File: config.mk
export PLATFORM = sky130hd
export DESIGN_NAME = rc5_encrypt_flat
export DESIGN_NICKNAME = d
export VERILOG_FILES = /design/src/rtl/rc5_encrypt_if.sv /design/src/rtl/rc5_encrypt.sv /design/src/flat_wrapper.sv
export SDC_FILE = /design/constraint.sdc
export NUM_CORES = 1
export LEC_CHECK = 0
export CORE_MARGIN = 2
export CORE_UTILIZATION = 55
export CTS_CLUSTER_DIAMETER = 150
export CTS_CLUSTER_SIZE = 28
export DETAILED_ROUTE_END_ITERATION = 12
export GPL_ROUTABILITY_DRIVEN = 0
export PLACE_DENSITY_LB_ADDON = 0.15
export SKIP_LAST_GASP = 1
export SYNTH_ARGS = -nofsm -noshare
export SYNTH_HDL_FRONTEND = slang
export SYNTH_SLANG_ARGS = --single-unit
File: constraint.sdc
create_clock -name clk -period 7.2 [get_ports clk]
set_input_delay 2.16 -clock clk [delete_from_list [all_inputs] [get_ports clk]]
set_output_delay 2.16 -clock clk [all_outputs]
set_load 0.1 [all_outputs]
File: src/rtl/rc5_encrypt_if.sv
// Request/result bundle of the RC5 encryptor: block handshake, S-table read port and ciphertext.
interface rc5_encrypt_if #(
    parameter int W = 32,
    parameter int R = 12
);
    localparam int T        = 2 * (R + 1);
    localparam int T_LENGTH = $clog2(T);

    logic                iStart;
    logic [W-1:0]        iA;
    logic [W-1:0]        iB;
    logic [W-1:0]        iS_sub_i;
    logic [T_LENGTH-1:0] oS_address;
    logic [W-1:0]        oA;
    logic [W-1:0]        oB;
    logic                oBusy;
    logic                oDone;

    modport slave (
        input  iStart, iA, iB, iS_sub_i,
        output oS_address, oA, oB, oBusy, oDone
    );

    modport master (
        output iStart, iA, iB, iS_sub_i,
        input  oS_address, oA, oB, oBusy, oDone
    );
endinterface

File: src/rtl/rc5_encrypt.sv
// Iterative RC5 encryptor: one S-table word per three cycles (address, memory read, round step).
module rc5_encrypt #(
    parameter int W = 32,
    parameter int R = 12
) (
    input  logic         clk,
    input  logic         rst,
    rc5_encrypt_if.slave bus
);
    localparam int T        = 2 * (R + 1);
    localparam int T_LENGTH = $clog2(T);
    localparam int SH       = $clog2(W);

    typedef enum logic [2:0] {
        IDLE    = 3'd0,
        ADDR    = 3'd1,
        READ    = 3'd2,
        OPERATE = 3'd3,
        DONE    = 3'd4
    } state_t;

    state_t              state_q, state_d;
    logic [W-1:0]        a_q, a_d, b_q, b_d;
    logic [W-1:0]        oa_q, oa_d, ob_q, ob_d;
    logic [T_LENGTH-1:0] cnt_q, cnt_d, addr_q, addr_d;
    logic                busy_q, busy_d, done_q, done_d;
    logic [W-1:0]        a_op, b_op;
    logic                last_step;

    function automatic logic [W-1:0] rotl(input logic [W-1:0] x, input logic [SH-1:0] n);
        logic [2*W-1:0] t;
        t = {x, x} << n;
        return t[2*W-1:W];
    endfunction

    // Odd steps read a_q, which already holds the A produced by the preceding even step.
    always_comb begin
        a_op = a_q;
        b_op = b_q;
        if (!cnt_q[0]) begin
            if (cnt_q[T_LENGTH-1:1] == '0) a_op = a_q + bus.iS_sub_i;
            else                           a_op = rotl(a_q ^ b_q, b_q[SH-1:0]) + bus.iS_sub_i;
        end else begin
            if (cnt_q[T_LENGTH-1:1] == '0) b_op = b_q + bus.iS_sub_i;
            else                           b_op = rotl(b_q ^ a_q, a_q[SH-1:0]) + bus.iS_sub_i;
        end
    end

    assign last_step = (cnt_q == T_LENGTH'(T - 1));

    always_comb begin
        state_d = state_q;
        a_d     = a_q;
        b_d     = b_q;
        oa_d    = oa_q;
        ob_d    = ob_q;
        cnt_d   = cnt_q;
        addr_d  = addr_q;
        busy_d  = busy_q;
        done_d  = 1'b0;
        case (state_q)
            IDLE: begin
                if (bus.iStart) begin
                    a_d     = bus.iA;
                    b_d     = bus.iB;
                    cnt_d   = '0;
                    addr_d  = '0;
                    state_d = ADDR;
                end
            end
            ADDR: begin
                busy_d  = 1'b1;
                state_d = READ;
            end
            READ:    state_d = OPERATE;
            OPERATE: begin
                a_d = a_op;
                b_d = b_op;
                if (last_step) begin
                    oa_d    = a_op;
                    ob_d    = b_op;
                    busy_d  = 1'b0;
                    done_d  = 1'b1;
                    state_d = DONE;
                end else begin
                    cnt_d   = cnt_q + 1'b1;
                    addr_d  = cnt_q + 1'b1;
                    state_d = ADDR;
                end
            end
            DONE:    state_d = IDLE;
            default: state_d = IDLE;
        endcase
    end

    always_ff @(posedge clk or negedge rst) begin
        if (!rst) begin
            state_q <= IDLE;
            a_q     <= '0;
            b_q     <= '0;
            oa_q    <= '0;
            ob_q    <= '0;
            cnt_q   <= '0;
            addr_q  <= '0;
            busy_q  <= 1'b0;
            done_q  <= 1'b0;
        end else begin
            state_q <= state_d;
            a_q     <= a_d;
            b_q     <= b_d;
            oa_q    <= oa_d;
            ob_q    <= ob_d;
            cnt_q   <= cnt_d;
            addr_q  <= addr_d;
            busy_q  <= busy_d;
            done_q  <= done_d;
        end
    end

    assign bus.oS_address = addr_q;
    assign bus.oA         = oa_q;
    assign bus.oB         = ob_q;
    assign bus.oBusy      = busy_q;
    assign bus.oDone      = done_q;
endmodule

File: src/flat_wrapper.sv
// flat-port wrapper written by rule: the top's interface ports become plain ports
module rc5_encrypt_flat 
#(
    parameter int W = 32,
    parameter int R = 12
)
  (clk, rst, bus_iStart, bus_iA, bus_iB, bus_iS_sub_i, bus_oS_address, bus_oA, bus_oB, bus_oBusy, bus_oDone);
  rc5_encrypt_if #(.W(W), .R(R)) bus_i ();
  input  logic clk;
  input  logic rst;
  input wire logic [$bits(bus_i.iStart)-1:0] bus_iStart;
  input wire logic [$bits(bus_i.iA)-1:0] bus_iA;
  input wire logic [$bits(bus_i.iB)-1:0] bus_iB;
  input wire logic [$bits(bus_i.iS_sub_i)-1:0] bus_iS_sub_i;
  output wire logic [$bits(bus_i.oS_address)-1:0] bus_oS_address;
  output wire logic [$bits(bus_i.oA)-1:0] bus_oA;
  output wire logic [$bits(bus_i.oB)-1:0] bus_oB;
  output wire logic [$bits(bus_i.oBusy)-1:0] bus_oBusy;
  output wire logic [$bits(bus_i.oDone)-1:0] bus_oDone;
  assign bus_i.iStart = bus_iStart;
  assign bus_i.iA = bus_iA;
  assign bus_i.iB = bus_iB;
  assign bus_i.iS_sub_i = bus_iS_sub_i;
  assign bus_oS_address = bus_i.oS_address;
  assign bus_oA = bus_i.oA;
  assign bus_oB = bus_i.oB;
  assign bus_oBusy = bus_i.oBusy;
  assign bus_oDone = bus_i.oDone;
  rc5_encrypt #(.W(W), .R(R)) u_core (.clk(clk), .rst(rst), .bus(bus_i));
endmodule
# Yosys cells after proc, flatten, opt, wreduce, memory -nomap -nowiden
# Cells that the tools add are included.
dict set report word_totals {
  register_bits 138
  input_bits 99
  out_inout_bits 71
  wordCells 49
}
dict set report op_classes {
  n_reduce_logical 8
  mux 18
  addsub 5
  n_shift 2
  bitwise 1
  eq_ne 7
}
# op n
set ops {}
lappend ops {{32-bit two-way mux} 6}
lappend ops {{32-bit adder} 4}
lappend ops {{32-bit case mux with 2 select lines} 2}
lappend ops {{64-bit by 5-bit << shifter with 64-bit output} 2}
lappend ops {{32-bit bitwise XOR} 1}
lappend ops {{3-bit case mux with 4 select lines} 1}
lappend ops {{5-bit two-way mux} 2}
lappend ops {{5-bit case mux with 2 select lines} 1}
lappend ops {{3-bit by 2-bit equality test with 1-bit output (second input constant)} 2}
lappend ops {{3-bit two-way mux} 2}
lappend ops {{2-bit AND reduction} 3}
lappend ops {{5-bit by 1-bit adder with 5-bit output (second input constant)} 1}
lappend ops {{5-bit equality test (second input constant)} 1}
lappend ops {{4-bit zero test} 1}
lappend ops {{2-bit inequality test (second input constant)} 2}
lappend ops {{2-bit nonzero test} 2}
lappend ops {{3-bit by 1-bit equality test with 1-bit output (second input constant)} 1}
lappend ops {{3-bit zero test} 1}
lappend ops {{1-bit two-way mux} 3}
lappend ops {{3-bit AND reduction} 1}
lappend ops {{2-bit by 1-bit inequality test with 1-bit output (second input constant)} 1}
lappend ops {{1-bit case mux with 2 select lines} 1}

# Longest topological paths before layout
dict set report logic_depth {
  depth_word 6
  ltp_mapped 23
}

# Least setup slack after synthesis
# No wires, ideal clock.
dict set report synth_timing {
  path_kind {register to register}
  from {register u_core.b_q[0]}
  to {register u_core.oa_q[30] (netlist: u_core.bus.oA[30])}
  setup_time_ps 123
  required_time_ps 7077
  setup_slack_ps 2204
  t_arrival_ps 4873
  n_path_buf 3
  period_less_slack_ps 4996
  stages_incl_launch_ff 23
  path_cell_list {dfrtp_1 buf_2 inv_2 buf_2 buf_2 nor2_1 a21oi_1 a21oi_1 nand2_1 o21ai_0 mux4_2 o21ai_0 ha_1 inv_1 fa_1 nand2b_1 a21o_1 a211oi_1 o21ai_1 o41ai_2 a311oi_2 or4_1 a32o_1}
}
dict set report synth_via {
  elab_chain_len 5
}
# element line_no
set synth_lines {}
lappend synth_lines {{start: declaration} rc5_encrypt.sv:23} ;# logic [W-1:0] a_q, a_d, b_q, b_d;
lappend synth_lines {{start signal: assignment} rc5_encrypt.sv:100} ;# b_q <= '0;
lappend synth_lines {{start signal: assignment} rc5_encrypt.sv:110} ;# b_q <= b_d;
lappend synth_lines {{32-bit bitwise XOR} rc5_encrypt.sv:42} ;# else a_op = rotl(a_q ^ b_q, b_q[SH-1:0]) + bus.iS_sub_i;
lappend synth_lines {{64-bit by 5-bit << shifter with 64-bit output (*)} rc5_encrypt.sv:32} ;# t = {x, x} << n;
lappend synth_lines {{32-bit adder (*)} rc5_encrypt.sv:42}
lappend synth_lines {{32-bit two-way mux (*)} rc5_encrypt.sv:41} ;# if (cnt_q[T_LENGTH-1:1] == '0) a_op = a_q + bus.iS_sub_i;
lappend synth_lines {{32-bit two-way mux (*)} rc5_encrypt.sv:40} ;# if (!cnt_q[0]) begin
lappend synth_lines {{end signal: assignment} rc5_encrypt.sv:101} ;# oa_q <= '0;
lappend synth_lines {{end signal: assignment} rc5_encrypt.sv:111} ;# oa_q <= oa_d;
lappend synth_lines {{end: declaration} rc5_encrypt.sv:24} ;# logic [W-1:0] oa_q, oa_d, ob_q, ob_d;
# Every way passes the cells marked *; elsewhere a longest branch is shown, timed or not.
# A chain may end at the register's enable or synchronous reset.

# Final worst setup path
dict set report layout_timing {
  from {register u_core.b_q[0]}
  to {register u_core.ob_q[30] (netlist: u_core.bus.oB[30])}
}
dict set report layout_via {
  elab_chain_len 5
  elab_cells_between_ends 6
}
# element line_no
set layout_lines {}
lappend layout_lines {{32-bit bitwise XOR} rc5_encrypt.sv:45} ;# else b_op = rotl(b_q ^ a_q, a_q[SH-1:0]) + bus.iS_sub_i;
lappend layout_lines {{64-bit by 5-bit << shifter with 64-bit output} rc5_encrypt.sv:32}
lappend layout_lines {{32-bit adder} rc5_encrypt.sv:45}
lappend layout_lines {{32-bit two-way mux (*)} rc5_encrypt.sv:44} ;# if (cnt_q[T_LENGTH-1:1] == '0) b_op = b_q + bus.iS_sub_i;
lappend layout_lines {{32-bit two-way mux (*)} rc5_encrypt.sv:40}
lappend layout_lines {{end signal: assignment} rc5_encrypt.sv:102} ;# ob_q <= '0;
lappend layout_lines {{end signal: assignment} rc5_encrypt.sv:112} ;# ob_q <= ob_d;
lappend layout_lines {{end: declaration} rc5_encrypt.sv:24}
# Marked as above.

==> flow_summary_export.csv <==
group,metric,value,unit
placement,port_buffers,169,
logic_synthesis,ys_seq_elements,138,
grt,grt_max_degree,87,
floorplanning,num_rows,57,
sta,slew_headroom,14.0,%
critical_path,critPathArrivalTime,6.58,ns
cts,h-tree-depth,4,
sta,finalCritPeriodShare,87.5,%
cts,cts_buffers,17,
critical_path,crit_chain,"inv_2 > a211o_1 > o21ai_0 > mux2i_1 > mux4_2 > o21ai_0 > ha_1 > inv_1 > fa_1 > nor2b_1 > o31a_1 > o2111ai_1 > a211oi_1 > o2111ai_1 > a21oi_1 > o31a_1 > o221a_2 > o21ai_0",
detailed_routing,drc,0,
cts,postCtsHoldBufs,0,
detailed_routing,postRouteAntennaNets,0,
sta,period_needed,6.30,ns
logic_synthesis,seq_area_frac_synth,25.1,%
placement,dp_hpwl,38.6,mm
cts,clk_latency,0.44,ns
sta,finalMaxSlewViolations,0,
run_status,status,"complete, no violations",
detailed_routing,top_layer,"met5",
critical_path,cp_slowest_cell,"dfrtp_1",
floorplanning,pin_count,170,
flow_run,maxCapViolCount,0,
logic_synthesis,ys_types,64,
detailed_routing,firstDrtPassIters,7,
cts,cts_setup_buffers,0,
sta,finalHoldViolCount,0,
detailed_routing,wl_met2,21.6,mm
finish,final_layout_size_suffix_gt1_share,8.44,%
cts,cts_resized,0,
critical_path,timing.setup.critical_path_class,"flop to flop",
sta,fin_tns_setup,0,ns
finish,area_growth,17.6,%
cts,cts_tree,"built",
finish,insertedDiodeCount,0,
floorplanning,initial_utilization,56.3,%
critical_path,required,7.48,ns
grt,grtUsageTotal,38.5,%
grt,overflow,0,
detailed_routing,wirelength,50.9,mm
sta,worst_pin_slew,1.29,ns
cts,clk_pin_slew,0.07,ns
critical_path,crit_top_cell,"o21ai_0",
finish,layout_commonest_cell,"o21ai_0",
hold_path,hp-class,"flop to flop",
floorplanning,design.die.area,26300,um^2
sta,rsz0062_at_grt,"no",
finish,mostFrequentLayoutCells,"o21ai_0, nand2_1, clkdlybuf4s50_1",
finish,final.fill_count,2079,
detailed_routing,wl_met1,19.5,mm
floorplanning,die_h,162,um
logic_synthesis,syn_nets,1793,
logic_synthesis,syn_avg_cell_area,8.47,um^2
cts,cts.sinks,138,
sta,setup_violations,0,
grt,grt_pass1_wl,76.8,mm
detailed_routing,wl_per_cell,24.8,um
logic_synthesis,syn_area,13800,um^2
grt,antenna_found_initial,1,
grt,grt_pass1_vias,13100,
critical_path,start_kind,"flop",
logic_synthesis,synth_ff_type,"dfrtp_1",
finish,nets,1886,
cts,root_buffer,"clkbuf_16",
logic_synthesis,yosys_warnings,0,
critical_path,cp_max_fo,36,
sta,clock_skew,0.0174,ns
logic_synthesis,synth-edff-count,0,
logic_synthesis,async_flop_share,100,%
detailed_routing,via_per_inst,6.80,
critical_path,slowest_delay,0.83,ns
logic_synthesis,syn_inst,1624,
critical_path,end_kind,"flop",
detailed_routing,drtIter0Drc,2064,
floorplanning,coreArea,24500,um^2
cts,cts_buffer_depth,2,
detailed_routing,vias,14000,
floorplanning,die_w,162,um
detailed_routing,dr_wl_met3,6.81,mm
sta,fmax,0.159,GHz
final timing paths:
check	cells after the start	endpoint	startpoint	slack [ns]
max in group asynchronous	2	u_core.b_q[26]$_DFFE_PN0P_	rst	4.18
setup reg to reg	18	u_core.bus.oB[30]$_DFFE_PN0P_	u_core.b_q[0]$_DFFE_PN0P_	0.90
hold reg to reg	2	u_core.bus.oB[14]$_DFFE_PN0P_	u_core.bus.oB[14]$_DFFE_PN0P_	0.48
hold / removal	2	u_core.bus.oB[14]$_DFFE_PN0P_	u_core.bus.oB[14]$_DFFE_PN0P_	0.48
setup / recovery	18	u_core.bus.oB[30]$_DFFE_PN0P_	u_core.b_q[0]$_DFFE_PN0P_	0.90
min in group asynchronous	1	u_core.cnt_q[4]$_DFFE_PN0P_	rst	1.73
flip-flops by register name, summed over array words and instances (netlist names):
register / flops
u_core.a_q: 32
u_core.b_q: 32
u_core.bus.oA: 32
u_core.bus.oB: 32
u_core.cnt_q: 5
u_core.state_q: 3
u_core.bus.oBusy: 1
u_core.bus.oDone: 1
area by class of cell:
| cell class | count | area, um^2 | share of cell area, % |
|---|---|---|---|
| multi-input combinational | 1337 | 9740 | 60.2 |
| sequential | 138 | 3460 | 21.4 |
| clock inverter | 13 | 179 | 1.11 |
| tap | 324 | 405 | 2.50 |
| inverter | 35 | 131 | 0.811 |
| timing repair buffer | 188 | 1840 | 11.3 |
| clock buffer | 19 | 443 | 2.74 |
cell usage after synthesis (4+ instances only):
cell type	number	area share, %
a21oi_1	116	4.2
buf_2	14	0.51
xnor2_1	39	2.5
nor2b_1	8	0.36
o211ai_1	13	0.71
a211o_1	4	0.25
and2_1	5	0.23
a31oi_1	16	0.73
a211oi_1	16	0.87
o21a_1	11	0.60
ha_1	68	6.2
nand4_1	8	0.36
nor2_1	95	2.6
o2111ai_1	5	0.32
a22oi_1	53	2.9
o31ai_1	6	0.33
o21bai_1	9	0.49
inv_1	29	0.79
or3_1	8	0.36
nand3_1	12	0.44
xor2_1	54	3.4
nand2b_1	4	0.18
nor3_1	10	0.36
and3_1	18	0.82
o22ai_1	10	0.45
dfrtp_1	138	25
clkbuf_1	81	2.2
mux2_2	5	0.41
o21ai_1	6	0.22
a21o_1	28	1.5
buf_1	17	0.46
mux4_2	73	12
inv_2	5	0.14
nand2_1	237	6.5
nor4_1	4	0.18
o21ai_0	242	8.8
mux2i_1	119	8.7
routing by layer:
metal	global-route usage, %	vias up
met5	0	-
met4	20.0	2
met3	9.40	195
met2	57.5	1007
met1	51.9	6581
li1	-	6185
stage by stage:
step,utilization [%],instances,setup WS [ns],hold WS (ns),area (um^2)
2_1_floorplan,-,1624,2.20,0.457,13800
3_3_place_gp,63.6,2022,1.36,0.460,15600
3_5_place_dp,63.6,2022,1.13,0.471,15600
4_1_cts,66.2,2054,1.10,0.485,16200
5_1_grt,66.2,2054,0.556,0.507,16200
6_report,66.2,2054,0.902,0.480,16200
worst max-delay path: cells and delay by family (launching register included):
kind	cells	cell delay [ns]
DFF	1	0.83
muxes	2	0.79
buffers and inverters	2	0.60
AOI/OAI and AO/OA	11	3.10
adders and majority gates	2	0.66
and+or+nand+nor	1	0.17
cells by family after synthesis:
group	Yosys count	share of synthesized area, %
and+or+nand+nor	417	12.8
DFF	138	25.1
buffers and inverters	149	4.27
muxes	198	21.2
adders and majority gates	70	6.47
xor gates and xnor gates	95	6.24
AOI/OAI and AO/OA	557	24.0
Power is not shown: default switching activity piles up to over one toggle a cycle in this logic, so the estimate is an artifact.
